`config.mk`:
```
export PLATFORM = sky130hd
export DESIGN_NAME = nic_poll_ctrl
export DESIGN_NICKNAME = d
export VERILOG_FILES = /design/src/rtl/nic_pkg.sv /design/src/rtl/nic_rr_arb2.sv /design/src/rtl/nic_poll_ctrl.sv
export SDC_FILE = /design/constraint.sdc
export NUM_CORES = 1
export LEC_CHECK = 0
export CORE_AREA = 2 2 117 119
export DETAILED_ROUTE_END_ITERATION = 10
export DIE_AREA = 0 0 119 121
export PLACE_DENSITY = 0.76
export SYNTH_ARGS = -nofsm -noshare
export SYNTH_HDL_FRONTEND = slang
export SYNTH_SLANG_ARGS = --single-unit
```
`constraint.sdc`:
```
create_clock -name clk -period 4.4 [get_ports clk]
set_clock_uncertainty 0.05 [all_clocks]
set_input_delay 0.44 -clock clk [delete_from_list [all_inputs] [get_ports clk]]
set_output_delay 0.44 -clock clk [all_outputs]
set_load 0.02 [all_outputs]
```
`src/rtl/nic_pkg.sv`:
```
// Shared NIC port constants and poll-sequencer state encoding.
package nic_pkg;

  localparam logic [1:0] NIC_ADDR_IBUF  = 2'b00;
  localparam logic [1:0] NIC_ADDR_ISTAT = 2'b01;
  localparam logic [1:0] NIC_ADDR_OBUF  = 2'b10;
  localparam logic [1:0] NIC_ADDR_OSTAT = 2'b11;

  localparam int NIC_STAT_FULL_BIT = 0;

  typedef enum logic [3:0] {
    ST_IDLE,
    ST_OST_RD,
    ST_OST_CHK,
    ST_OBUF_WR,
    ST_IST_RD,
    ST_IST_CHK,
    ST_IBUF_RD,
    ST_IBUF_CAP,
    ST_GAP
  } poll_state_e;

endpackage

```
`src/rtl/nic_rr_arb2.sv`:
```
// Two-requester round-robin: on a tie, grant the side that was not served last.
module nic_rr_arb2 (
  input  logic clk,
  input  logic reset,
  input  logic req_tx_i,
  input  logic req_rx_i,
  input  logic upd_vld_i,
  input  logic upd_tx_i,
  output logic gnt_tx_o,
  output logic gnt_rx_o
);

  logic last_tx_q;

  // Resets to "RX served last" so TX wins the first tie.
  always_ff @(posedge clk) begin
    if (reset) begin
      last_tx_q <= 1'b0;
    end else if (upd_vld_i) begin
      last_tx_q <= upd_tx_i;
    end
  end

  always_comb begin
    gnt_tx_o = req_tx_i && (!req_rx_i || !last_tx_q);
    gnt_rx_o = req_rx_i && (!req_tx_i || last_tx_q);
  end

endmodule

```
`src/rtl/nic_poll_ctrl.sv`:
```
// Polls cardinal_nic status and moves TX/RX stream words through its buffers,
// round-robin between the two directions.
module nic_poll_ctrl
  import nic_pkg::*;
#(
  parameter int DATA_WIDTH = 64,
  parameter int CNT_WIDTH  = 16,
  parameter int POLL_GAP   = 0
) (
  input  logic                  clk,
  input  logic                  reset,
  input  logic                  ctrl_en,
  input  logic                  tx_valid,
  input  logic [DATA_WIDTH-1:0] tx_data,
  output logic                  tx_ready,
  output logic                  rx_valid,
  output logic [DATA_WIDTH-1:0] rx_data,
  input  logic                  rx_ready,
  output logic [1:0]            nic_addr,
  output logic [DATA_WIDTH-1:0] nic_d_in,
  output logic                  nic_en,
  output logic                  nic_en_wr,
  input  logic [DATA_WIDTH-1:0] nic_d_out,
  output logic                  busy,
  output logic [CNT_WIDTH-1:0]  tx_count,
  output logic [CNT_WIDTH-1:0]  rx_count
);

  localparam int GAP_W = (POLL_GAP > 1) ? $clog2(POLL_GAP + 1) : 1;

  poll_state_e           state_q;
  logic [GAP_W-1:0]      gap_q;
  logic                  rx_valid_q;
  logic [DATA_WIDTH-1:0] rx_data_q;
  logic [CNT_WIDTH-1:0]  tx_cnt_q;
  logic [CNT_WIDTH-1:0]  rx_cnt_q;

  logic stat_full;
  logic req_tx, req_rx, gnt_tx, gnt_rx;
  logic upd_vld, upd_tx;

  assign stat_full = nic_d_out[NIC_STAT_FULL_BIT];

  // RX is eligible when the holding register is empty or drains this cycle.
  assign req_tx = (state_q == ST_IDLE) && ctrl_en && tx_valid;
  assign req_rx = (state_q == ST_IDLE) && ctrl_en && (!rx_valid_q || rx_ready);

  assign upd_vld = ((state_q == ST_OST_CHK) && stat_full) || (state_q == ST_OBUF_WR) ||
                   (state_q == ST_IST_CHK && !stat_full) || (state_q == ST_IBUF_CAP);
  assign upd_tx  = (state_q == ST_OST_CHK) || (state_q == ST_OBUF_WR);

  nic_rr_arb2 u_arb (
    .clk       (clk),
    .reset     (reset),
    .req_tx_i  (req_tx),
    .req_rx_i  (req_rx),
    .upd_vld_i (upd_vld),
    .upd_tx_i  (upd_tx),
    .gnt_tx_o  (gnt_tx),
    .gnt_rx_o  (gnt_rx)
  );

  always_ff @(posedge clk) begin
    if (reset) begin
      state_q    <= ST_IDLE;
      gap_q      <= '0;
      rx_valid_q <= 1'b0;
      rx_data_q  <= '0;
      tx_cnt_q   <= '0;
      rx_cnt_q   <= '0;
    end else begin
      if (rx_valid_q && rx_ready) rx_valid_q <= 1'b0;
      case (state_q)
        ST_IDLE: begin
          if (gnt_tx)      state_q <= ST_OST_RD;
          else if (gnt_rx) state_q <= ST_IST_RD;
        end
        ST_OST_RD:  state_q <= ST_OST_CHK;
        ST_OST_CHK: state_q <= stat_full ? ST_IDLE : ST_OBUF_WR;
        ST_OBUF_WR: begin
          if (tx_valid) tx_cnt_q <= tx_cnt_q + CNT_WIDTH'(1);
          state_q <= ST_IDLE;
        end
        ST_IST_RD:  state_q <= ST_IST_CHK;
        ST_IST_CHK: begin
          if (stat_full) begin
            state_q <= ST_IBUF_RD;
          end else if (POLL_GAP > 0) begin
            state_q <= ST_GAP;
            gap_q   <= GAP_W'(POLL_GAP);
          end else begin
            state_q <= ST_IDLE;
          end
        end
        ST_IBUF_RD: state_q <= ST_IBUF_CAP;
        ST_IBUF_CAP: begin
          rx_data_q  <= nic_d_out;
          rx_valid_q <= 1'b1;
          rx_cnt_q   <= rx_cnt_q + CNT_WIDTH'(1);
          state_q    <= ST_IDLE;
        end
        ST_GAP: begin
          // A waiting TX word cuts the back-off short.
          if (tx_valid || gap_q == GAP_W'(1) || gap_q == '0) state_q <= ST_IDLE;
          else                                              gap_q   <= gap_q - GAP_W'(1);
        end
        default: state_q <= ST_IDLE;
      endcase
    end
  end

  always_comb begin
    nic_en    = 1'b0;
    nic_en_wr = 1'b0;
    nic_addr  = NIC_ADDR_IBUF;
    nic_d_in  = '0;
    tx_ready  = 1'b0;
    case (state_q)
      ST_OST_RD: begin
        nic_en   = 1'b1;
        nic_addr = NIC_ADDR_OSTAT;
      end
      ST_OBUF_WR: begin
        // A withdrawn word must not turn into a store.
        if (tx_valid) begin
          nic_en    = 1'b1;
          nic_en_wr = 1'b1;
          nic_addr  = NIC_ADDR_OBUF;
          nic_d_in  = tx_data;
          tx_ready  = 1'b1;
        end
      end
      ST_IST_RD: begin
        nic_en   = 1'b1;
        nic_addr = NIC_ADDR_ISTAT;
      end
      ST_IBUF_RD: begin
        nic_en   = 1'b1;
        nic_addr = NIC_ADDR_IBUF;
      end
      default: ;
    endcase
  end

  assign busy     = (state_q != ST_IDLE);
  assign rx_valid = rx_valid_q;
  assign rx_data  = rx_data_q;
  assign tx_count = tx_cnt_q;
  assign rx_count = rx_cnt_q;

endmodule

```
==> qor.csv <==
stage,metric,value,unit
setup_path,critPathLaunchType,flop,
synthesis,synthesis.area,4350,sq um
power_and_ir_drop,power_switching_share,0.238,
synthesis,synth_top_family_by_area,simple AND/OR/NAND/NOR gates,
synthesis,syn-num-nets,697,
clock_tree,cts_made_buffers,9,
floorplanning,die_y,121,um
min_path,worst_hold_path.endpoint,rx_data[33]$_SDFFE_PP0P_,
clock_tree,cts_max_level,3,
cells_and_area,layout-drive-gt1-share,0.0356,
clock_tree,clock-sinks,101,
synthesis,yosysWarnings,0,
power_and_ir_drop,finalPower,1.95,mW
sta,fin_tns_setup,0,ns
setup_path,arrival,2.95,ns
synthesis,synth.top_cell.area_share,0.465,
sta,drv_slew,0,
setup_path,r2r_setup_slack,1.93,ns
routing,vias,4740,
floorplanning,initial_core_util,0.332,
floorplanning,rows,42,
global_routing,antenna_found_initial,1,
sta,tightestPinTransition,1.09,ns
synthesis,yosys-top-cells-area,"dfxtp_1, nand2_1, a21oi_1",
routing,vias_per_cell,4.65,
routing,drt_wl_total,15700,um
synthesis,synth_simple_gate_area_share,0.322,
synthesis,synth.most_common_cell,nand2_1,
setup_path,cp.required,3.91,ns
synthesis,yosysTopAreaCell,dfxtp_1,
synthesis,synth.area.mux_share,0.00518,
global_routing,overflow,0,
clock_tree,cts_tree,done,
clock_tree,clock_latency,0.34,ns
sta,fmax,0.290,GHz
sta,setup_ws,0.956,ns
cells_and_area,final_nets,972,
routing,post-route-drc-count,0,
sta,finalCritPeriodShare,0.783,
synthesis,synthAdderAreaFrac,0.00576,
setup_path,timing.rr.end,tx_count[14]$_SDFFE_PP0P_,
floorplanning,die_x,119,um
setup_path,cp_max_fo,40,
power_and_ir_drop,p_int,1.48,mW
setup_path,r2r-start,state_q[1]$_SDFFE_PP0P_,
synthesis,netlist_top_cells_count,"nand2_1, dfxtp_1, a21oi_1",
synthesis,post_synth.cell_area_avg,7.74,sq um
synthesis,synth-compound-area-share,0.118,
clock_tree,clockRootBuffer,clkbuf_16,
clock_tree,clockBufferDepth,2,
global_routing,grt_max_degree,103,
power_and_ir_drop,powerDensity,252,nW/um^2
global_routing,grt_util_all_layers,0.212,
sta,rsz0062_at_grt,no,
min_path,min_path_type,reg -> reg,
synthesis,async_flop_share,0,
min_path,hold_start,rx_data[33]$_SDFFE_PP0P_,
floorplanning,fp.dieArea,14400,sq um
synthesis,ys_ff_latch,101,
synthesis,ys.flop_type,dfxtp_1,
sta,hold_viol,0,
global_routing,grt_pass1_wl,24000,um
sta,fin_crit,3.44,ns
run,drv_cap,0,
floorplanning,core_area,13100,sq um
synthesis,synth_xor_area_frac,0.0403,
synthesis,ys_types,36,
place,dp_slack,0.986,ns
floorplanning,io_pins,300,
synthesis,synth-edff-count,0,
power_and_ir_drop,power_switching,464,uW
place,dp.final_hpwl,11500,um
setup_path,rr_worst_depth,6,
synthesis,seq_area_frac_synth,0.465,
power_and_ir_drop,combPwrFrac,0.124,
cells_and_area,area_delta_synth_final,77.8,%
place,io_buffers,299,
global_routing,grt_pass1_vias,4499,
power_and_ir_drop,leakage,2.64,nW
clock_tree,hold_buffers,0,
sta,relSlewSlack,0.275,
power_and_ir_drop,peakVddDrop,0.157,mV
sta,finalSetupViolCount,0,
place,gp_congestion,0.878,
sta,whs,0.402,ns
setup_path,path_class,reg -> out,
routing,avgRoutedWirePerCell,15.4,um
routing,postRouteAntennaNets,0,
clock_tree,cts.clk_slew.worst_paths,0.07,ns
routing,drt_iter0_markers,218,
run_status,status,"finished, final reports clean",
power_and_ir_drop,clkPwrFrac,0.392,
min_path,hold_depth,2,
routing,first_pass_iters,5,
synthesis,synthCells,562,
clock_tree,post_cts_resized,0,
clock_tree,post-cts-setup-buffers,0,
power_and_ir_drop,p_seq_frac,0.484,
setup_path,cp-end-kind,primary output,
sequential cells by signal (all words and copies together), names as in the netlist:
signal / flops
rx_data: 64
rx_count: 16
tx_count: 16
state_q: 3
rx_valid: 1
u_arb.last_tx_q: 1
layer usage:
layer	track usage	vias up	wire length (um)
li1	-	2384	-
met1	0.247	2134	6260
met2	0.363	208	7620
met3	0.0766	14	1570
met4	0.0685	0	206
met5	0	-	0
metrics by stage:
step	util	std cells	area, sq um
after CTS	0.591	1018	7730
after global placement	0.569	1002	7440
final	0.591	1019	7730
after detailed placement	0.569	1002	7440
after global routing	0.591	1019	7730
after floorplan	-	562	4350
cell usage in the layout (no fill, tap or decap), types with 2 or more instances in the layout:
cell type / netlist / routed
and3_1: 4 / 3
o21ai_0: 11 / 11
nand3_1: 12 / 11
nand2_1: 145 / 145
nor2b_1: 2 / 2
inv_1: 9 / 9
dfxtp_1: 101 / 101
and2_1: 64 / 64
a21oi_1: 84 / 84
buf_4: 1 / 5
ha_1: 2 / 2
nor3_1: 6 / 6
nor4_1: 5 / 5
clkdlybuf4s50_1: 0 / 298
xnor2_1: 13 / 13
clkbuf_16: 0 / 9
clkinv_4: 0 / 3
mux2_2: 2 / 2
or3_1: 9 / 9
xor2_1: 7 / 7
nand4_1: 10 / 10
nor2_1: 23 / 23
final cells by class:
class                      instances  area [sq um]
antenna                            1          2.50
clock buffer                      11           243
clock inverter                     5          45.0
fill                            1162          5350
inverter                          10          37.5
multi-input combinational        412          2140
sequential                       101          2020
tap                              176           220
timing repair buffer             303          3020
critical path: stages (launching register included):
cell and delay (ns):
dfxtp_1 0.55, nand4b_4 0.28, clkinv_1 0.61, buf_4 0.45, and2_1 0.18, clkdlybuf4s50_1 0.54
power groups by stage:
stage               Clock (mW)  Sequential, mW  Combinational (mW)
finish                   0.763           0.943               0.241
global route             0.822           0.946               0.259
CTS                      0.786           0.943               0.244
detailed placement           0           0.964               0.241
global placement             0           0.964               0.243
floorplan                    0           0.956              0.0852
worst max-delay path by stage:
stage / start / to / slack (ns) / cells past startpoint
floorplan: tx_count[2]$_SDFFE_PP0P_ / tx_count[15]$_SDFFE_PP0P_ / 2.49 / 5
global placement: tx_valid / nic_d_in[57] / 0.96 / 6
detailed placement: tx_valid / nic_d_in[38] / 0.99 / 6
CTS: state_q[2]$_SDFFE_PP0P_ / nic_d_in[43] / 0.94 / 5
global route: state_q[2]$_SDFFE_PP0P_ / nic_d_in[63] / 0.71 / 5
finish: state_q[2]$_SDFFE_PP0P_ / nic_d_in[43] / 0.96 / 5
cells by family (layout without fill, tap and decap cells):
family,count (synthesis),after routing
AOI/OAI and AO/OA,100,100
xor gates and xnor gates,20,20
adders and majority gates,2,2
buffers and inverters,49,329
DFF,101,101
muxes,2,2
other,0,1
and+or+nand+nor,288,288
(Power assumes the default switching activity.)
